==> config.mk <==
export PLATFORM = sky130hd
export DESIGN_NAME = lcd_row_sequencer
export DESIGN_NICKNAME = d
export VERILOG_FILES = /design/src/rtl/lcd_row_sequencer.sv
export SDC_FILE = /design/constraint.sdc
export NUM_CORES = 1
export LEC_CHECK = 0
export ABC_AREA = 1
export CORE_MARGIN = 4
export CORE_UTILIZATION = 50
export DETAILED_ROUTE_END_ITERATION = 6
export PLACE_DENSITY_LB_ADDON = 0.12
export SKIP_CTS_REPAIR_TIMING = 1
export SYNTH_ARGS = -nofsm -noshare
export SYNTH_HDL_FRONTEND = slang
export SYNTH_SLANG_ARGS = --single-unit
==> constraint.sdc <==
create_clock -name clk -period 11.8 [get_ports clk]
set_input_delay 3.54 -clock clk [delete_from_list [all_inputs] [get_ports clk]]
set_output_delay 3.54 -clock clk [all_outputs]
set_load 0.02 [all_outputs]
==> src/rtl/lcd_row_sequencer.sv <==
`default_nettype none
// =============================================================================
// lcd_row_sequencer : HD44780 one-row refresh sequencer with Avalon-MM buffer
// Rev 1.0
// =============================================================================
module lcd_row_sequencer #(
  parameter int unsigned SETUP_CYCLES = 2,
  parameter int unsigned EN_CYCLES    = 12,
  parameter int unsigned CMD_WAIT     = 2000,
  parameter int unsigned CLR_WAIT     = 82000,
  parameter logic [6:0]  ROW_ADDR     = 7'h40
) (
  input  logic        clk,
  input  logic        reset,
  input  logic [4:0]  address,
  input  logic        chipselect,
  input  logic        write_n,
  input  logic [31:0] writedata,
  output logic [31:0] readdata,
  output logic [7:0]  lcd_data,
  output logic        lcd_rs,
  output logic        lcd_rw,
  output logic        lcd_en,
  output logic        busy
);

  typedef enum logic [1:0] {ST_INIT, ST_IDLE, ST_REFRESH} state_t;
  typedef enum logic [1:0] {PH_LOAD, PH_SETUP, PH_PULSE, PH_WAIT} phase_t;

  state_t      state;
  phase_t      phase;
  logic [31:0] cnt;
  logic [4:0]  idx;
  logic        with_clr;
  logic        pending;
  logic        clr_flag;
  logic [7:0]  row_buf [16];

  logic        wr_buf, wr_ctrl, req_start, req_clr;
  logic [4:0]  last_idx, ld_idx;
  logic        at_end, more, go_new, new_clr, ld_clr, ld_rs, do_load;
  logic [3:0]  char_sel;
  logic [7:0]  ld_byte;
  logic        unused_wdata;

  assign wr_buf    = chipselect & ~write_n & ~address[4];
  assign wr_ctrl   = chipselect & ~write_n & (address == 5'd16);
  assign req_start = wr_ctrl & (writedata[0] | writedata[1]);
  assign req_clr   = wr_ctrl & writedata[1];
  assign lcd_rw    = 1'b0;
  assign unused_wdata = ^writedata[31:8];

  // Sequencing decisions: which byte (if any) is loaded into SETUP next edge.
  always_comb begin
    last_idx = (state == ST_INIT) ? 5'd3 : (with_clr ? 5'd17 : 5'd16);
    at_end   = (state != ST_IDLE) && (phase == PH_WAIT) && (cnt == 32'd0);
    more     = (idx != last_idx);
    go_new   = 1'b0;
    new_clr  = clr_flag | req_clr;
    if (state == ST_IDLE) begin
      go_new  = req_start;
      new_clr = req_clr;
    end else if (at_end && !more) begin
      go_new  = pending | req_start;
    end
    do_load  = go_new || (at_end && more) ||
               ((state != ST_IDLE) && (phase == PH_LOAD));
    ld_clr   = go_new ? new_clr : with_clr;
    ld_idx   = (go_new || (phase == PH_LOAD)) ? 5'd0 : idx + 5'd1;
    char_sel = ld_idx[3:0] - (ld_clr ? 4'd2 : 4'd1);
    ld_rs    = 1'b0;
    ld_byte  = 8'h00;
    if (state == ST_INIT && !go_new) begin
      case (ld_idx[1:0])
        2'd0:    ld_byte = 8'h38;
        2'd1:    ld_byte = 8'h0C;
        2'd2:    ld_byte = 8'h06;
        default: ld_byte = 8'h01;
      endcase
    end else if (ld_clr && ld_idx == 5'd0) begin
      ld_byte = 8'h01;
    end else if (ld_idx == (ld_clr ? 5'd1 : 5'd0)) begin
      ld_byte = {1'b1, ROW_ADDR};
    end else begin
      ld_byte = row_buf[char_sel];
      ld_rs   = 1'b1;
    end
  end

  always_comb begin
    readdata = 32'd0;
    if (!address[4])
      readdata = {24'd0, row_buf[address[3:0]]};
    else if (address == 5'd16)
      readdata = {30'd0, pending, busy};
  end

  always_ff @(posedge clk) begin
    if (reset) begin
      state    <= ST_INIT;
      phase    <= PH_LOAD;
      cnt      <= 32'd0;
      idx      <= 5'd0;
      with_clr <= 1'b0;
      pending  <= 1'b0;
      clr_flag <= 1'b0;
      lcd_data <= 8'h00;
      lcd_rs   <= 1'b0;
      lcd_en   <= 1'b0;
      busy     <= 1'b1;
      for (int i = 0; i < 16; i++) row_buf[i] <= 8'h20;
    end else begin
      if (wr_buf) row_buf[address[3:0]] <= writedata[7:0];
      // A request while busy is remembered; a refresh starting this edge consumes it.
      if (req_start && state != ST_IDLE) begin
        pending <= 1'b1;
        if (req_clr) clr_flag <= 1'b1;
      end
      if (do_load) begin
        lcd_data <= ld_byte;
        lcd_rs   <= ld_rs;
        lcd_en   <= 1'b0;
        phase    <= PH_SETUP;
        cnt      <= SETUP_CYCLES - 32'd1;
        idx      <= ld_idx;
        with_clr <= ld_clr;
        busy     <= 1'b1;
        if (go_new) begin
          state    <= ST_REFRESH;
          pending  <= 1'b0;
          clr_flag <= 1'b0;
        end
      end else if (state != ST_IDLE) begin
        case (phase)
          PH_SETUP: begin
            if (cnt != 32'd0) cnt <= cnt - 32'd1;
            else begin
              phase  <= PH_PULSE;
              lcd_en <= 1'b1;
              cnt    <= EN_CYCLES - 32'd1;
            end
          end
          PH_PULSE: begin
            if (cnt != 32'd0) cnt <= cnt - 32'd1;
            else begin
              phase  <= PH_WAIT;
              lcd_en <= 1'b0;
              cnt    <= (!lcd_rs && lcd_data == 8'h01) ? CLR_WAIT - 32'd1
                                                       : CMD_WAIT - 32'd1;
            end
          end
          PH_WAIT: begin
            if (cnt != 32'd0) cnt <= cnt - 32'd1;
            else begin
              state <= ST_IDLE;
              busy  <= 1'b0;
            end
          end
          default: ;
        endcase
      end
    end
  end

endmodule
`default_nettype wire

After elaboration in Yosys (flattened, before gate mapping)
Memories as Yosys holds them, arrays and structs flattened.
Cells that the tools add are included.
Widths: inputs -> output; s select.
{"block": "word_totals", "regBits": 55, "ramBits": 128, "elab_cells": 135, "mem_count": 1, "inputBits": 41}
{"memory": "row_buf", "depth": 16, "width": 8, "read_ports": 2, "rd_clocked_by_memory_dff": 0, "wr": 16, "line": "37", "text": "logic [7:0] row_buf [16];"}
{"block": "classes", "add_sub_neg": 3, "n_reduce_logical": 35, "bitwise": 11, "n_eq_ne": 19, "mux": 53}
{"operator": "$mux 32", "count": 3}
{"operator": "$pmux 32 s3", "count": 1}
{"operator": "$mux 8", "count": 5}
{"operator": "$logic_not 32->1", "count": 1}
{"operator": "$reduce_bool 32->1", "count": 1}
{"operator": "$sub 32x1->32 const B", "count": 1}
{"operator": "$mux 1", "count": 28}
{"operator": "$mux 2", "count": 9}
{"operator": "$pmux 6 s3", "count": 1}
{"operator": "$mux 17", "count": 1}
{"operator": "$reduce_and 4->1", "count": 3}
{"operator": "$mux 5", "count": 2}
{"operator": "$logic_and 1x1->1", "count": 9}
{"operator": "$reduce_and 3->1", "count": 3}
{"operator": "$eq 8x1->1 const B", "count": 1}
{"operator": "$ne 2x2->1 const B", "count": 4}
{"operator": "$reduce_or 8->1", "count": 1}
{"operator": "$eq 2x1->1 const B", "count": 3}
{"operator": "$eq 2x2->1 const B", "count": 3}
{"operator": "$logic_not 2->1", "count": 3}
{"operator": "$ne 3x3->1 const B", "count": 2}
{"operator": "$reduce_bool 2->1", "count": 3}
{"operator": "$reduce_bool 3->1", "count": 2}
{"operator": "$add 5x1->5 const B", "count": 1}
{"operator": "other kinds (17)", "count": 30}

Logic depth before layout (Yosys ltp)
Gate-level depths: netlist of run 1.
An unclocked memory read counts as a cell.
{"block": "depth", "ltp_word": 14, "depth_mapped": 26, "ltp_nobuf": 26}

Least setup slack after synthesis of run 1
No wires, ideal clock.
{"block": "synth_path", "path_type": "input to output", "from": "input port address[0]", "to": "output port readdata[3]", "required_time_ns": 8.260, "setup_slack_ns": 3.336, "n_path_buf": 1, "path_stages": 7, "arrival_ns": 4.924, "cell_sequence": "inv_1 nor2_1 inv_1 clkbuf_1 o22ai_1 o21ai_0 a41oi_1"}
{"block": "synth_via", "elab_chain_cells": 2}
{"element": "from (decl)", "line": "15", "text": "input logic [4:0] address,"}
{"element": "$mem_v2 16x8"}
{"element": "$mux 8", "line": "92", "text": "if (!address[4])"}
{"element": "to (decl)", "line": "19", "text": "output logic [31:0] readdata,"}
No other way between the ends.

Worst setup path after layout of run 1
{"block": "layout_path", "from": "input port address[1]", "to": "output port readdata[0]"}
{"block": "layout_via", "elab_chain_cells": 3, "word_cells_on_any_way": 4}
{"element": "branches (longest 2 deep; another with $mem_v2 16x8)"}
{"element": "$mux 8 *", "line": "92"}
Mark *: on every way between the ends.

==> results of run 1 <==
-- layer usage --
layer	part of all wire	vias up	GRT usage	wire, um
li1	-	4321	-	-
met1	0.40	4233	0.318	12000
met2	0.48	405	0.429	14600
met3	0.084	76	0.0608	2520
met4	0.036	0	0.0959	1090
met5	0	-	0	0
-- kinds of logic (layout without fill, tap and decap cells) --
group,count (synthesis),in the layout,synth area share
AO/OA/AOI/OAI,271,271,0.152
flip-flops,183,183,0.476
adder cells (fa/ha/maj),15,15,0.0188
AND/OR/NAND/NOR,555,555,0.230
buffers and inverters,261,266,0.107
other,1,25,0.000361
XOR/XNOR,20,20,0.0169
-- worst max-delay path by stage --
stage	start	to	slack [ns]	cells after the start
2_1_floorplan	address[0]	readdata[3]	3.34	7
3_3_place_gp	address[1]	readdata[0]	1.71	10
3_5_place_dp	address[1]	readdata[0]	1.72	10
4_1_cts	address[1]	readdata[0]	1.71	10
5_1_grt	address[0]	readdata[0]	1.38	11
6_report	address[1]	readdata[0]	1.55	10
-- state kept, by name, summed over array words and instances, names as in the netlist --
| signal | cells |
|---|---|
| busy | 1 |
| clr_flag | 1 |
| cnt | 32 |
| idx | 5 |
| lcd_data | 8 |
| lcd_en | 1 |
| lcd_rs | 1 |
| pending | 1 |
| phase | 2 |
| row_buf | 128 |
| state | 2 |
| with_clr | 1 |
-- cell type report --
cell class	instances	area [sq um]	share of cell area
timing repair buffer	44	418	0.0365
tap	270	338	0.0295
sequential	183	4940	0.432
clock inverter	14	155	0.0136
clock buffer	18	429	0.0375
multi-input combinational	886	4430	0.387
inverter	190	722	0.0631
-- synth_stat cells, types with 2 or more instances --
library cell and instances:
sky130_fd_sc_hd__inv_4 3, sky130_fd_sc_hd__nand2_2 4, sky130_fd_sc_hd__nand4_1 10, sky130_fd_sc_hd__a32o_1 2, sky130_fd_sc_hd__o22ai_1 51, sky130_fd_sc_hd__xor2_1 16
sky130_fd_sc_hd__nor4_1 7, sky130_fd_sc_hd__inv_1 179, sky130_fd_sc_hd__a41oi_1 4, sky130_fd_sc_hd__dfxtp_1 55, sky130_fd_sc_hd__nand3_1 42, sky130_fd_sc_hd__nand2_4 8
sky130_fd_sc_hd__nor2_1 223, sky130_fd_sc_hd__or2_1 2, sky130_fd_sc_hd__a21oi_1 98, sky130_fd_sc_hd__o31ai_1 3, sky130_fd_sc_hd__edfxtp_1 128, sky130_fd_sc_hd__nand3_2 2
sky130_fd_sc_hd__buf_2 2, sky130_fd_sc_hd__nor3_1 11, sky130_fd_sc_hd__clkbuf_1 41, sky130_fd_sc_hd__buf_4 25, sky130_fd_sc_hd__a22oi_1 40, sky130_fd_sc_hd__nor2_2 10
sky130_fd_sc_hd__clkinv_1 5, sky130_fd_sc_hd__ha_1 14, sky130_fd_sc_hd__nand2_1 223, sky130_fd_sc_hd__xnor2_1 4, sky130_fd_sc_hd__o21ai_0 67, sky130_fd_sc_hd__buf_6 3
sky130_fd_sc_hd__inv_2 2, sky130_fd_sc_hd__or2_2 2, sky130_fd_sc_hd__nor2_4 4
-- power groups by stage --
stage | combinational [mW] | clock, mW | sequential (mW)
2_1_floorplan | 0.894 | 0 | 0.793
6_report | 1.22 | 0.574 | 0.786
4_1_cts | 1.19 | 0.575 | 0.786
3_5_place_dp | 1.19 | 0 | 0.800
3_3_place_gp | 1.18 | 0 | 0.799
5_1_grt | 1.35 | 0.604 | 0.791
-- through the flow --
step	worst slack [ns]	total power [mW]	instance area, sq um	utilization
after floorplan	3.34	1.69	10500	-
after global placement	1.71	1.98	10900	0.533
after detailed placement	1.72	1.98	10900	0.533
after CTS	1.71	2.55	11400	0.562
after global routing	1.38	2.75	11400	0.562
final	1.55	2.58	11400	0.562
-- worst register-to-register path, cell delays in order, from the launching register on --
cell and delay [ns]:
sky130_fd_sc_hd__dfxtp_1 0.33, sky130_fd_sc_hd__inv_1 0.10, sky130_fd_sc_hd__ha_1 0.24, sky130_fd_sc_hd__nand3_1 0.09, sky130_fd_sc_hd__nor2_1 0.10, sky130_fd_sc_hd__nand2_1 0.07, sky130_fd_sc_hd__nor2_2 0.20, sky130_fd_sc_hd__nand2_2 0.12
sky130_fd_sc_hd__nand2_4 0.13, sky130_fd_sc_hd__nand2_8 0.10, sky130_fd_sc_hd__nand2_4 0.10, sky130_fd_sc_hd__nor2_1 0.08, sky130_fd_sc_hd__inv_1 0.19, sky130_fd_sc_hd__ha_2 0.20, sky130_fd_sc_hd__inv_1 0.05, sky130_fd_sc_hd__fa_1 0.48
sky130_fd_sc_hd__buf_4 0.36, sky130_fd_sc_hd__clkinv_1 1.01, sky130_fd_sc_hd__a21oi_1 0.40, sky130_fd_sc_hd__o21ai_0 0.14, sky130_fd_sc_hd__nand2_1 0.21, sky130_fd_sc_hd__nand3_1 0.10, sky130_fd_sc_hd__nand3_1 0.08, sky130_fd_sc_hd__nand3_1 0.07
sky130_fd_sc_hd__nand2_1 0.06, sky130_fd_sc_hd__nand2_1 0.06, sky130_fd_sc_hd__nand2_1 0.05
==> out/qor.yml, run 1 <==
yosys.area.top_type: "sky130_fd_sc_hd__edfxtp_1"
ant_nets: 0
max_stage_delay_ns: 0.72
leakage_nw: 4.78
layout.filler_cells: 1915
timing.critical_path.buf_inv: 4
min_delay_worst_endpoint: "clr_flag"
ys_ff_latch: 183
drt_drc_violations_left: 0
cp_data_required_time_ns: 8.26
die-height_um: 152
period_needed_ns: 10.25
syn_to_final_growth_pct: 10.1
detailroute.via_count: 9035
ctsLongestPathBuffers: 2
clkSinkCount: 183
finalMaxSlewViolations: 0
antenna_diode_instance_count: 0
clock_tree.root_cell: "sky130_fd_sc_hd__clkbuf_16"
global_route_wire_length_before_repair_um: 46200
place_congestion: 0.918
maximum_number_of_pins_on_one_net_before_global_route_repair: 70
dieWidth_um: 152
post_route_cells_drive_above_1_share: 0.0622
type_of_the_tightest_min_delay_check: "reg -> reg"
cts_max_level: 4
critPathLaunchType: "primary input"
final_cell_mix: "sky130_fd_sc_hd__nand2_1, sky130_fd_sc_hd__nor2_1, sky130_fd_sc_hd__inv_1"
grt_antenna_before_repair: 0
initial_core_util: 0.510
fin_nets: 1378
drt_pre_antenna_iters: 7
power.combinational.fraction: 0.472
tritoncts.num_buffers: 17
internal_power_mw: 1.41
finalNonFillerCells: 1605
worst-path-max-fanout: 25
clock_tree_from_tritoncts: "yes"
count_of_warnings_emitted_by_yosys: 0
timing.max_cap.violations: 0
finalHoldWorstSlack_ns: 0.456
std_cell_rows: 52
detail_route.wirelength_um: 30200
postSynthCellCount: 1306
synth_enable_flop_cells: 128
power.switching_fraction: 0.455
critical_path.slowest_cell: "sky130_fd_sc_hd__inv_1"
number_of_global_route_vias_before_repair: 8580
transition_time_at_the_pin_with_the_least_slew_margin_ns: 1.20
final_min_period_over_clock_period: 0.869
yosys.cell_types.count: 49
finalHoldViolCount: 0
power.ir.vdd_worst_mv: 0.127
fmax_ghz: 0.0975
synth_largest_type_area_fraction: 0.370
dp_cells: 1573
drtIter0Drc: 857
async_reset_ff_frac: 0
worst_slew_margin_rel: 0.201
fin_setup_tns_ns: 0
cp.arrival_ns: 6.71
total_routing_resource_utilization_after_global_routing: 0.254
finalSetupViolCount: 0
power.net_switching_mw: 1.17
top_cells_by_area_in_the_synthesized_netlist: "sky130_fd_sc_hd__edfxtp_1, sky130_fd_sc_hd__dfxtp_1, sky130_fd_sc_hd__nand2_1"
timing.clock.skew_ns: 0.0156
worst_setup_path_end_kind: "primary output"
rr_worst_depth: 26
reg2reg_from: "cnt[0]"
post-dp-hpwl_um: 20900
grt_overflow: 0
timing.setup.critical_path_class: "in -> out"
placeableCoreArea_sq_mm: 0.0204
rsz0062_at_grt: "false"
ioPinCount: 85
die_area_sq_mm: 0.0231
hold_path_depth: 2
power.sequential.fraction: 0.305
placement.io_buffers: 35
synthesis.area_per_instance_sq_um: 7.95
cp_top_family: "buffers and inverters"
share_clk_of_total_power: 0.223
synth-main-ff-cell: "sky130_fd_sc_hd__edfxtp_1"
rrSetupSlack_ns: 6.63
r2r-end: "lcd_data[0]"
insertion_delay_ns: 0.45
vias_per_instance: 5.63
synth.yosys.seq_area_share: 0.476
mappedNetlistArea_sq_mm: 0.0104
crit_path_cell_trace: "clkdlybuf4s50_1 -> nor2_1 -> buf_4 -> inv_1 -> o22ai_1 -> o21ai_0 -> nand4_1 -> nand2_1 -> o21ai_0 -> clkdlybuf4s50_1"
clkSlewWorstSetupHoldPaths_ns: 0.07
hold_path_startpoint: "clr_flag"
power.density_cell_area_mw_per_mm2: 226
run_status: "finished clean"
dr_wl_cell_um: 18.8
(Power assumes the default switching activity.)
==> run 2: changes to the inputs <==
--- a/config.mk
+++ b/config.mk
@@ -9,8 +9,10 @@
 export CORE_MARGIN = 4
 export CORE_UTILIZATION = 50
 export DETAILED_ROUTE_END_ITERATION = 6
+export DONT_BUFFER_PORTS = 1
 export PLACE_DENSITY_LB_ADDON = 0.12
 export SKIP_CTS_REPAIR_TIMING = 1
+export SLEW_MARGIN = 40
 export SYNTH_ARGS = -nofsm -noshare
 export SYNTH_HDL_FRONTEND = slang
 export SYNTH_SLANG_ARGS = --single-unit
==> run 2 against run 1 <==
Total power fell by 1.4%. Critical path type unchanged. Critical endpoint is now readdata[3]. Clock power barely moved. Clock-buffer cell count did not move. Cell count fell by 2.4%. Sequential power rose by 1%. Register-to-register slack improved by 0.59 ns.
==> out/qor.yml, run 2 (synthesis results as in run 1) <==
fin_nets: 1340
finalHoldWorstSlack_ns: 0.462
ant_nets: 0
grt_overflow: 0
cp_data_required_time_ns: 8.26
final_min_period_over_clock_period: 0.803
final_cell_mix: "sky130_fd_sc_hd__nor2_1, sky130_fd_sc_hd__nand2_1, sky130_fd_sc_hd__inv_1"
std_cell_rows: 52
dp_cells: 1535
maximum_number_of_pins_on_one_net_before_global_route_repair: 70
number_of_global_route_vias_before_repair: 8334
dieWidth_um: 152
ctsLongestPathBuffers: 2
drt_drc_violations_left: 0
drt_pre_antenna_iters: 6
placement.setup.worst_slack_ns: 2.67
tritoncts.num_buffers: 17
layout.area.seq_sq_mm: 0.00494
layout_commonest_cell: "sky130_fd_sc_hd__nor2_1"
finalSetupViolCount: 0
detail_route.wirelength_um: 30500
post-dp-hpwl_um: 21200
fin_util: 0.544
largest_register: "row_buf"
initial_core_util: 0.510
multi_input_combinational_cell_area_sq_mm: 0.00443
dr_wl_cell_um: 19.5
place_congestion: 0.951
power.ir.vdd_worst_mv: 0.161
die_area_sq_mm: 0.0231
grt_antenna_before_repair: 0
syn_to_final_growth_pct: 6.55
total_routing_resource_utilization_after_global_routing: 0.259
max_stage_delay_ns: 0.74
finalMaxSlewViolations: 0
die-height_um: 152
final_cell_area_sq_mm: 0.0111
cp_top_family: "compound AO/OA/AOI/OAI gates"
clock_tree.root_cell: "sky130_fd_sc_hd__clkbuf_16"
timing.setup.critical_path_class: "in -> out"
totalPowerFinal_mw: 2.54
post_route_cells_drive_above_1_share: 0.0648
type_of_the_tightest_min_delay_check: "reg -> reg"
worst_slew_margin_rel: 0.437
timing.clock.skew_ns: 0.0143
clkSinkCount: 183
placeableCoreArea_sq_mm: 0.0204
ioPinCount: 85
detailroute.via_count: 8948
cp.arrival_ns: 5.94
timing.max_cap.violations: 0
insertion_delay_ns: 0.45
leakage_nw: 4.64
placement.io_buffers: 0
finalHoldViolCount: 0
timing.critical_path.buf_inv: 2
critPathLaunchType: "primary input"
worst_slack_ns: 2.32
fmax_ghz: 0.106
global_route_wire_length_before_repair_um: 46700
layout.filler_cells: 1902
run_status: "finished clean"
vias_per_instance: 5.71
clock_tree_from_tritoncts: "yes"
worst-path-max-fanout: 23
drtIter0Drc: 1022
worst_setup_path_end_kind: "primary output"
clkSlewWorstSetupHoldPaths_ns: 0.07
critical_path.slowest_cell: "sky130_fd_sc_hd__a41oi_1"
period_needed_ns: 9.48
max_ffs_per_register: 128
biggestRegsByFlops: "row_buf: 128 flops, cnt: 32 flops, lcd_data: 8 flops"
antenna_diode_instance_count: 0
fin_setup_tns_ns: 0
transition_time_at_the_pin_with_the_least_slew_margin_ns: 0.833
power.density_cell_area_mw_per_mm2: 230
crit_path_cell_trace: "nor2_1 -> buf_4 -> clkinv_1 -> o22ai_1 -> o21ai_0 -> a41oi_1"
rsz0062_at_grt: "false"
finalNonFillerCells: 1567
post_dp_cell_area_sq_mm: 0.0105
cts_max_level: 4
## run 2: cell count changes in the layout (fill, tap and decap cells not counted)
cell,change
sky130_fd_sc_hd__inv_6,-1
sky130_fd_sc_hd__clkinv_1,-1
sky130_fd_sc_hd__clkinv_4,+1
sky130_fd_sc_hd__inv_2,+1
sky130_fd_sc_hd__nand2_2,+1
sky130_fd_sc_hd__inv_4,+1
sky130_fd_sc_hd__clkdlybuf4s50_1,-35
sky130_fd_sc_hd__inv_1,-2
sky130_fd_sc_hd__nand2_1,-1
sky130_fd_sc_hd__clkinv_2,+1
sky130_fd_sc_hd__buf_4,-3
## run 2: final cells by class
type | instances | share of cell area
Clock inverter | 14 | 0.0140
Clock buffer | 18 | 0.0388
Timing Repair Buffer | 6 | 0.00407
Multi-Input combinational cell | 886 | 0.400
Inverter | 190 | 0.0656
Tap cell | 270 | 0.0305
Sequential cell | 183 | 0.447
## run 2: path summary, 6_finish.rpt
kind | start | endpoint | slack (ns) | cells past startpoint
max | address[1] | readdata[3] | 2.32 | 6
min | clr_flag | clr_flag | 0.46 | 2
max reg2reg | cnt[0] | lcd_data[0] | 7.22 | 26
min reg2reg | clr_flag | clr_flag | 0.46 | 2
## run 2: metal layers
layer / wire (um) / GRT usage / vias up
li1: - / - / 4255
met5: 0 / 0 / -
met1: 12100 / 0.328 / 4176
met4: 1020 / 0.0890 / 0
met3: 2580 / 0.0520 / 85
met2: 14800 / 0.443 / 432
## run 2: where the power goes
| part | switching (mW) | leakage (nW) | internal, mW |
|---|---|---|---|
| registers | 0.0570 | 1.67 | 0.740 |
| logic | 0.814 | 2.69 | 0.357 |
| clock network | 0.292 | 0.279 | 0.284 |
## run 2: tightest hold or removal path: stages, from the launching register on
cell and delay [ns]:
sky130_fd_sc_hd__dfxtp_1 0.30, sky130_fd_sc_hd__inv_1 0.06, sky130_fd_sc_hd__a21oi_1 0.06
